**config.mk**
```make
export PLATFORM = sky130hd
export DESIGN_NAME = pipeline_hazard_ctrl_flat
export DESIGN_NICKNAME = d
export VERILOG_FILES = /design/src/rtl/pipeline_hazard_ctrl_if.sv /design/src/rtl/pipeline_hazard_ctrl.sv /design/src/flat_wrapper.sv
export SDC_FILE = /design/constraint.sdc
export NUM_CORES = 1
export LEC_CHECK = 0
export BUFFER_PORTS_ARGS = -buffer_cell sky130_fd_sc_hd__buf_2
export CAP_MARGIN = 20
export CORE_MARGIN = 4
export CORE_UTILIZATION = 54
export CTS_CLUSTER_DIAMETER = 60
export CTS_CLUSTER_SIZE = 16
export DETAILED_ROUTE_END_ITERATION = 7
export GPL_ROUTABILITY_DRIVEN = 0
export PLACE_DENSITY = 0.86
export SLEW_MARGIN = 5
export SYNTH_ARGS = -nofsm -noshare
export SYNTH_HDL_FRONTEND = slang
export SYNTH_SLANG_ARGS = --single-unit
```
**constraint.sdc**
```tcl
create_clock -name clk -period 5.7 [get_ports clk]
set_clock_uncertainty 0.2 [all_clocks]
set_input_delay 0.855 -clock clk [delete_from_list [all_inputs] [get_ports clk]]
set_output_delay 0.855 -clock clk [all_outputs]
set_load 0.02 [all_outputs]
```
**src/rtl/pipeline_hazard_ctrl_if.sv**
```systemverilog
// Signal bundle between the hazard controller and the pipeline datapath.
// The master side (datapath/testbench) supplies the ID/EX/MEM/WB fields.
// The slave side (the controller) returns enables, the NOP select,
// forwarding selects and the event counters.
interface pipeline_hazard_ctrl_if;
    // ID-stage source operands
    logic [3:0] id_rn;
    logic [3:0] id_rm;
    logic [3:0] id_rd;
    logic       id_use_rn;
    logic       id_use_rm;
    logic       id_use_rd;
    logic       br_taken;

    // Downstream destination registers
    logic [3:0] ex_rd;
    logic [3:0] mem_rd;
    logic [3:0] wb_rd;
    logic       ex_rf_e;
    logic       mem_rf_e;
    logic       wb_rf_e;
    logic       ex_load;

    // Controller outputs
    logic       pc_e;
    logic       ifid_e;
    logic       ifid_flush;
    logic       cu_mux_s;
    logic [1:0] fwd_a;
    logic [1:0] fwd_b;
    logic [1:0] fwd_c;
    logic [7:0] stall_cnt;
    logic [7:0] flush_cnt;

    modport master (
        output id_rn, id_rm, id_rd, id_use_rn, id_use_rm, id_use_rd, br_taken,
        output ex_rd, mem_rd, wb_rd, ex_rf_e, mem_rf_e, wb_rf_e, ex_load,
        input  pc_e, ifid_e, ifid_flush, cu_mux_s,
        input  fwd_a, fwd_b, fwd_c, stall_cnt, flush_cnt
    );

    modport slave (
        input  id_rn, id_rm, id_rd, id_use_rn, id_use_rm, id_use_rd, br_taken,
        input  ex_rd, mem_rd, wb_rd, ex_rf_e, mem_rf_e, wb_rf_e, ex_load,
        output pc_e, ifid_e, ifid_flush, cu_mux_s,
        output fwd_a, fwd_b, fwd_c, stall_cnt, flush_cnt
    );
endinterface

```
**src/rtl/pipeline_hazard_ctrl.sv**
```systemverilog
// Pipeline sequencing controller for the five-stage core.
// Holds the pipeline with NOPs after reset, stalls one cycle on load-use,
// flushes IF/ID on taken branches, and picks per-operand forwarding sources.
// All control outputs are combinational from state and current inputs.

// Per-operand forwarding selector. One instance per ID source field.
module hazard_fwd_sel (
    input  logic [3:0] src_i,
    input  logic       use_i,
    input  logic [3:0] ex_rd_i,
    input  logic       ex_rf_e_i,
    input  logic       ex_load_i,
    input  logic [3:0] mem_rd_i,
    input  logic       mem_rf_e_i,
    input  logic [3:0] wb_rd_i,
    input  logic       wb_rf_e_i,
    output logic       ex_hit_o,
    output logic [1:0] fwd_o
);
    logic live;
    logic mem_hit;
    logic wb_hit;

    // r15 is the PC and is never a real dependency, so it never matches.
    assign live     = use_i && (src_i != 4'd15);
    assign ex_hit_o = live && ex_rf_e_i  && (src_i == ex_rd_i);
    assign mem_hit  = live && mem_rf_e_i && (src_i == mem_rd_i);
    assign wb_hit   = live && wb_rf_e_i  && (src_i == wb_rd_i);

    // Youngest producer wins; a load in EX has no data yet, so skip it.
    always_comb begin
        fwd_o = 2'b00;
        if (ex_hit_o && !ex_load_i) fwd_o = 2'b01;
        else if (mem_hit)           fwd_o = 2'b10;
        else if (wb_hit)            fwd_o = 2'b11;
    end
endmodule

module pipeline_hazard_ctrl #(
    parameter int unsigned FILL_CYCLES = 2
) (
    input  logic                         clk,
    input  logic                         reset,
    pipeline_hazard_ctrl_if.slave        hz_if
);
    localparam int NUM_SRC = 3;

    localparam logic [1:0] S_FILL     = 2'd0;
    localparam logic [1:0] S_RUN      = 2'd1;
    localparam logic [1:0] S_LU_STALL = 2'd2;

    localparam logic [3:0] FILL_LAST = 4'(FILL_CYCLES - 1);

    logic [1:0] state_q, state_d;
    logic [3:0] fill_cnt_q, fill_cnt_d;
    logic [7:0] stall_cnt_q, stall_cnt_d;
    logic [7:0] flush_cnt_q, flush_cnt_d;

    // Operand fields gathered so the selectors can be generated as an array.
    logic [NUM_SRC-1:0][3:0] src;
    logic [NUM_SRC-1:0]      src_use;
    logic [NUM_SRC-1:0]      ex_hit;
    logic [NUM_SRC-1:0][1:0] fwd_sel;

    logic lu;
    logic stall_evt;
    logic flush_evt;
    logic pc_e, ifid_e, ifid_flush, cu_mux_s;

    assign src     = {hz_if.id_rd, hz_if.id_rm, hz_if.id_rn};
    assign src_use = {hz_if.id_use_rd, hz_if.id_use_rm, hz_if.id_use_rn};

    genvar g;
    generate
        for (g = 0; g < NUM_SRC; g++) begin : g_fwd
            hazard_fwd_sel u_sel (
                .src_i      (src[g]),
                .use_i      (src_use[g]),
                .ex_rd_i    (hz_if.ex_rd),
                .ex_rf_e_i  (hz_if.ex_rf_e),
                .ex_load_i  (hz_if.ex_load),
                .mem_rd_i   (hz_if.mem_rd),
                .mem_rf_e_i (hz_if.mem_rf_e),
                .wb_rd_i    (hz_if.wb_rd),
                .wb_rf_e_i  (hz_if.wb_rf_e),
                .ex_hit_o   (ex_hit[g]),
                .fwd_o      (fwd_sel[g])
            );
        end
    endgenerate

    // Load in EX feeding any live operand in ID.
    assign lu = hz_if.ex_load && hz_if.ex_rf_e && (|ex_hit);

    // Next-state and output decode. Default is the hold/NOP pattern.
    always_comb begin
        state_d    = state_q;
        fill_cnt_d = 4'd0;
        pc_e       = 1'b0;
        ifid_e     = 1'b0;
        ifid_flush = 1'b0;
        cu_mux_s   = 1'b1;
        stall_evt  = 1'b0;
        flush_evt  = 1'b0;
        case (state_q)
            S_FILL: begin
                fill_cnt_d = fill_cnt_q + 4'd1;
                if (fill_cnt_q == FILL_LAST) state_d = S_RUN;
            end
            S_RUN: begin
                if (lu) begin
                    // Stall beats a same-cycle branch; it is re-seen next cycle.
                    stall_evt = 1'b1;
                    state_d   = S_LU_STALL;
                end else begin
                    pc_e       = 1'b1;
                    ifid_e     = 1'b1;
                    cu_mux_s   = 1'b0;
                    ifid_flush = hz_if.br_taken;
                    flush_evt  = hz_if.br_taken;
                end
            end
            S_LU_STALL: begin
                // Load-use masked here so a stall never lasts beyond one cycle.
                pc_e       = 1'b1;
                ifid_e     = 1'b1;
                cu_mux_s   = 1'b0;
                ifid_flush = hz_if.br_taken;
                flush_evt  = hz_if.br_taken;
                state_d    = S_RUN;
            end
            default: state_d = S_FILL;
        endcase
    end

    // Saturating event counters.
    always_comb begin
        stall_cnt_d = stall_cnt_q;
        flush_cnt_d = flush_cnt_q;
        if (stall_evt && stall_cnt_q != 8'hFF) stall_cnt_d = stall_cnt_q + 8'd1;
        if (flush_evt && flush_cnt_q != 8'hFF) flush_cnt_d = flush_cnt_q + 8'd1;
    end

    // State, fill counter and event counters; reset restarts a fresh fill.
    always_ff @(posedge clk or negedge reset) begin
        if (!reset) begin
            state_q     <= S_FILL;
            fill_cnt_q  <= 4'd0;
            stall_cnt_q <= 8'd0;
            flush_cnt_q <= 8'd0;
        end else begin
            state_q     <= state_d;
            fill_cnt_q  <= fill_cnt_d;
            stall_cnt_q <= stall_cnt_d;
            flush_cnt_q <= flush_cnt_d;
        end
    end

    assign hz_if.pc_e       = pc_e;
    assign hz_if.ifid_e     = ifid_e;
    assign hz_if.ifid_flush = ifid_flush;
    assign hz_if.cu_mux_s   = cu_mux_s;
    // Forwarding is combinational from inputs, so gate it to 00 while in reset.
    assign hz_if.fwd_a      = reset ? fwd_sel[0] : 2'b00;
    assign hz_if.fwd_b      = reset ? fwd_sel[1] : 2'b00;
    assign hz_if.fwd_c      = reset ? fwd_sel[2] : 2'b00;
    assign hz_if.stall_cnt  = stall_cnt_q;
    assign hz_if.flush_cnt  = flush_cnt_q;
endmodule

```
**src/flat_wrapper.sv**
```systemverilog
// flat-port wrapper written by rule: the top's interface ports become plain ports
module pipeline_hazard_ctrl_flat 
#(
    parameter int unsigned FILL_CYCLES = 2
)
  (clk, reset, hz_if_id_rn, hz_if_id_rm, hz_if_id_rd, hz_if_id_use_rn, hz_if_id_use_rm, hz_if_id_use_rd, hz_if_br_taken, hz_if_ex_rd, hz_if_mem_rd, hz_if_wb_rd, hz_if_ex_rf_e, hz_if_mem_rf_e, hz_if_wb_rf_e, hz_if_ex_load, hz_if_pc_e, hz_if_ifid_e, hz_if_ifid_flush, hz_if_cu_mux_s, hz_if_fwd_a, hz_if_fwd_b, hz_if_fwd_c, hz_if_stall_cnt, hz_if_flush_cnt);
  pipeline_hazard_ctrl_if hz_if_i ();
  input  logic clk;
  input  logic reset;
  input wire logic [$bits(hz_if_i.id_rn)-1:0] hz_if_id_rn;
  input wire logic [$bits(hz_if_i.id_rm)-1:0] hz_if_id_rm;
  input wire logic [$bits(hz_if_i.id_rd)-1:0] hz_if_id_rd;
  input wire logic [$bits(hz_if_i.id_use_rn)-1:0] hz_if_id_use_rn;
  input wire logic [$bits(hz_if_i.id_use_rm)-1:0] hz_if_id_use_rm;
  input wire logic [$bits(hz_if_i.id_use_rd)-1:0] hz_if_id_use_rd;
  input wire logic [$bits(hz_if_i.br_taken)-1:0] hz_if_br_taken;
  input wire logic [$bits(hz_if_i.ex_rd)-1:0] hz_if_ex_rd;
  input wire logic [$bits(hz_if_i.mem_rd)-1:0] hz_if_mem_rd;
  input wire logic [$bits(hz_if_i.wb_rd)-1:0] hz_if_wb_rd;
  input wire logic [$bits(hz_if_i.ex_rf_e)-1:0] hz_if_ex_rf_e;
  input wire logic [$bits(hz_if_i.mem_rf_e)-1:0] hz_if_mem_rf_e;
  input wire logic [$bits(hz_if_i.wb_rf_e)-1:0] hz_if_wb_rf_e;
  input wire logic [$bits(hz_if_i.ex_load)-1:0] hz_if_ex_load;
  output wire logic [$bits(hz_if_i.pc_e)-1:0] hz_if_pc_e;
  output wire logic [$bits(hz_if_i.ifid_e)-1:0] hz_if_ifid_e;
  output wire logic [$bits(hz_if_i.ifid_flush)-1:0] hz_if_ifid_flush;
  output wire logic [$bits(hz_if_i.cu_mux_s)-1:0] hz_if_cu_mux_s;
  output wire logic [$bits(hz_if_i.fwd_a)-1:0] hz_if_fwd_a;
  output wire logic [$bits(hz_if_i.fwd_b)-1:0] hz_if_fwd_b;
  output wire logic [$bits(hz_if_i.fwd_c)-1:0] hz_if_fwd_c;
  output wire logic [$bits(hz_if_i.stall_cnt)-1:0] hz_if_stall_cnt;
  output wire logic [$bits(hz_if_i.flush_cnt)-1:0] hz_if_flush_cnt;
  assign hz_if_i.id_rn = hz_if_id_rn;
  assign hz_if_i.id_rm = hz_if_id_rm;
  assign hz_if_i.id_rd = hz_if_id_rd;
  assign hz_if_i.id_use_rn = hz_if_id_use_rn;
  assign hz_if_i.id_use_rm = hz_if_id_use_rm;
  assign hz_if_i.id_use_rd = hz_if_id_use_rd;
  assign hz_if_i.br_taken = hz_if_br_taken;
  assign hz_if_i.ex_rd = hz_if_ex_rd;
  assign hz_if_i.mem_rd = hz_if_mem_rd;
  assign hz_if_i.wb_rd = hz_if_wb_rd;
  assign hz_if_i.ex_rf_e = hz_if_ex_rf_e;
  assign hz_if_i.mem_rf_e = hz_if_mem_rf_e;
  assign hz_if_i.wb_rf_e = hz_if_wb_rf_e;
  assign hz_if_i.ex_load = hz_if_ex_load;
  assign hz_if_pc_e = hz_if_i.pc_e;
  assign hz_if_ifid_e = hz_if_i.ifid_e;
  assign hz_if_ifid_flush = hz_if_i.ifid_flush;
  assign hz_if_cu_mux_s = hz_if_i.cu_mux_s;
  assign hz_if_fwd_a = hz_if_i.fwd_a;
  assign hz_if_fwd_b = hz_if_i.fwd_b;
  assign hz_if_fwd_c = hz_if_i.fwd_c;
  assign hz_if_stall_cnt = hz_if_i.stall_cnt;
  assign hz_if_flush_cnt = hz_if_i.flush_cnt;
  pipeline_hazard_ctrl #(.FILL_CYCLES(FILL_CYCLES)) u_core (.clk(clk), .reset(reset), .hz_if(hz_if_i));
endmodule
```
==> metrics <==
GRT overflow=0; Post CTS Setup Buffer Count=0; Ports=60; area occupied by multi-input gates=0.00113 mm2; Pre-antenna DRT Iters=4; Synth top cells by count=xnor2_1, dfrtp_1, xor2_1; clock network latency to the later pin of the worst-skew pair=0.30 ns; Die Width=64.5 um; ys async rst share=100%; Max Slew Vio Count=0; critical path class=input port to primary output; die area=0.00416 mm2; max incr delay on CP=0.47 ns; fmax=0.279 GHz; Max FO, Critical Path=4; Crit. End Element=primary output; clk buf depth=2; most common cell in the netlist=xnor2_1; Clock transition at path regs=0.13 ns; Final WS setup=2.12 ns; required time of the critical path=4.64 ns; Netlist Area Pre-Place=0.00172 mm2; Hold Fails Final Rpt=0; worst slew pin tran=0.584 ns; largest cells by area after synthesis=dfrtp_1, xnor2_1, xor2_1; Core Area=0.00305 mm2; initial DRC count=93; final setup violating endpoints=0; Total Routing Usage GR=20.0%; met3 WL=276 um; # resized after CTS=0; post-synthesis cell count=187; chip height=64.5 um; CTS tree=built; unrepaired setup endpoints after global routing=false; synthesized flop and latch total=22; Post-Place Cells=287; detailed placement HPWL=3370 um; Yosys top cell by area=dfrtp_1; sequential share of the synthesized area=32.0%; Via density=5.43; initial antenna violation count=0; syn nets=228; Row Count=20; Synth Flop Type=dfrtp_1; PwrDens=307 mW/mm2; Initial Utilization=56.4%; Max H-tree Level=1; Min-Delay Path Class=flip-flop to flip-flop; register share of total power=35.5%; crit start category=input port; crit-path most repeated cell=buf_2; Netlist cell types=36; max_cap viols=0; cell chain of the critical path=buf_2 -> xnor2_1 -> nand3_1 -> or3_1 -> a31o_1 -> and2_4 -> o21a_1 -> buf_2; top cell type's share of synthesized area=32.0%; Reg area=551 um2; DRC=0; Synth-to-Final Area Change=22.0%; Crit-path slowest cell=or3_1; synth warn=0; Vias=1581; period utilization=62.9%; Post-synth EDFFs=0; largest net degree at the start of global routing=29; switching power=0.258 mW; Setup WS pre-CTS=2.13 ns; TNS Setup=0 ns; status=finished clean; clock share of power=18.3%; overall routed net length=4060 um; Logic pwr share=46.2%; nets@finish=289; port buffer count=59; fillers=264; CP arrival=2.53 ns; hold_buf cts=0; leakage=1.01 nW; max-slew headroom at the worst pin=61.1%; Finished Layout Cells=291; Max VDD drop=126 uV; CP Buf/Inv Count=2; metal2 WL=1990 um; M1 wire length=1710 um; CTS Root Cell=clkbuf_4; switching share of power=39.9%; vias in the first global route=1530; Syn Area/Cell=9.21 um2; Int Pwr=0.388 mW; Inserted Clock Buffers=3; first-pass GRT wire length=6670 um; CP delay by family, top=simple AND/OR/NAND/NOR gates; DR top layer=met4; DRT antenna net count=0; antenna cells=0; minimum clock period=3.58 ns; CTS sink cnt=22; layout cells sized above 1=29.1%; routed len/inst=13.9 um
==> power groups by stage <==
stage	sequential, mW	clock, mW	combinational, mW
3_3_place_gp	0.231	0	0.291
5_1_grt	0.238	0.129	0.324
3_5_place_dp	0.233	0	0.300
4_1_cts	0.230	0.121	0.300
2_1_floorplan	0.255	0	0.186
6_report	0.230	0.118	0.298
==> worst register-to-register path, cell delays in order, from the launching register on <==
cell and delay [ns]:
dfrtp_1 0.40, inv_1 0.09, ha_1 0.36, and3_1 0.22
a41o_2 0.31, nand2_2 0.09, mux2_1 0.31
==> sequential cells by signal, indices dropped and copies added, names as in the netlist <==
register and count:
u_core.hz_if.flush_cnt 8, u_core.hz_if.stall_cnt 8, u_core.fill_cnt_q 4, u_core.state_q 2
==> through the flow <==
stage	util, %	hold WS, ns	area (um2)	power [mW]
after detailed placement	67.1	0.284	2050	0.533
after global routing	68.8	0.317	2100	0.691
after floorplan	-	0.257	1720	0.440
after CTS	68.8	0.305	2100	0.651
after global placement	67.1	0.281	2050	0.521
final	68.8	0.302	2100	0.646
==> cells by family after synthesis <==
| family | after synthesis | synth area share, % |
|---|---|---|
| AO/OA/AOI/OAI | 20 | 8.65 |
| XOR/XNOR | 50 | 25.4 |
| adder cells (fa/ha/maj) | 7 | 5.09 |
| buffers and inverters | 8 | 2.47 |
| flip-flops | 22 | 32.0 |
| multiplexers | 2 | 1.53 |
| AND/OR/NAND/NOR | 78 | 24.9 |
==> placed cells by master, fill, tap and decap left out <==
cell and n:
buf_2 59, xnor2_1 32, dfrtp_1 22, xor2_1 18, nand3_1 15, nor2_1 12, nand2_1 12, nand4_1 10
ha_1 7, nor2b_1 6, and3_1 6, inv_1 5, nor4_1 5, o21a_1 5, a21oi_1 4, o21ai_0 4
clkbuf_4 3, and2_1 2, nor3_1 2, a31oi_1 2, or4_4 1, or3_1 1, or3_4 1, a31oi_4 1
a41o_2 1, a31o_1 1, and2_4 1, and3_4 1, a21boi_0 1, o32a_1 1, and3_2 1, nand2_2 1
mux2_1 1, and4_1 1, mux2_4 1, bufinv_16 1
==> metal layers <==
layer / up-vias / global-route usage (%)
met5: - / 0
met4: 0 / 7.65
met3: 8 / 3.47
met2: 66 / 33.8
met1: 732 / 25.4
li1: 775 / -
==> area by class of cell <==
type	instances	share of cell area, %
multi-input combinational	157	53.7
sequential	22	26.2
timing repair buffer	59	14.1
tap	44	2.62
clock inverter	1	1.43
clock buffer	3	1.07
inverter	5	0.893
==> worst paths after layout <==
kind,start,endpoint,slack [ns],cells past startpoint
worst min register to register,u_core.hz_if.flush_cnt[5],u_core.hz_if.flush_cnt[5],0.30,1
worst max register to register,u_core.state_q[1],u_core.hz_if.flush_cnt[1],3.61,6
worst min-delay path,u_core.hz_if.flush_cnt[5],u_core.hz_if.flush_cnt[5],0.30,1
min in group asynchronous,reset,u_core.hz_if.stall_cnt[7],0.33,1
worst max-delay path,hz_if_id_rm[1],hz_if_pc_e,2.12,8
max in group asynchronous,reset,u_core.fill_cnt_q[0],4.59,1
No activity file was read; power rests on OpenSTA's default activity.
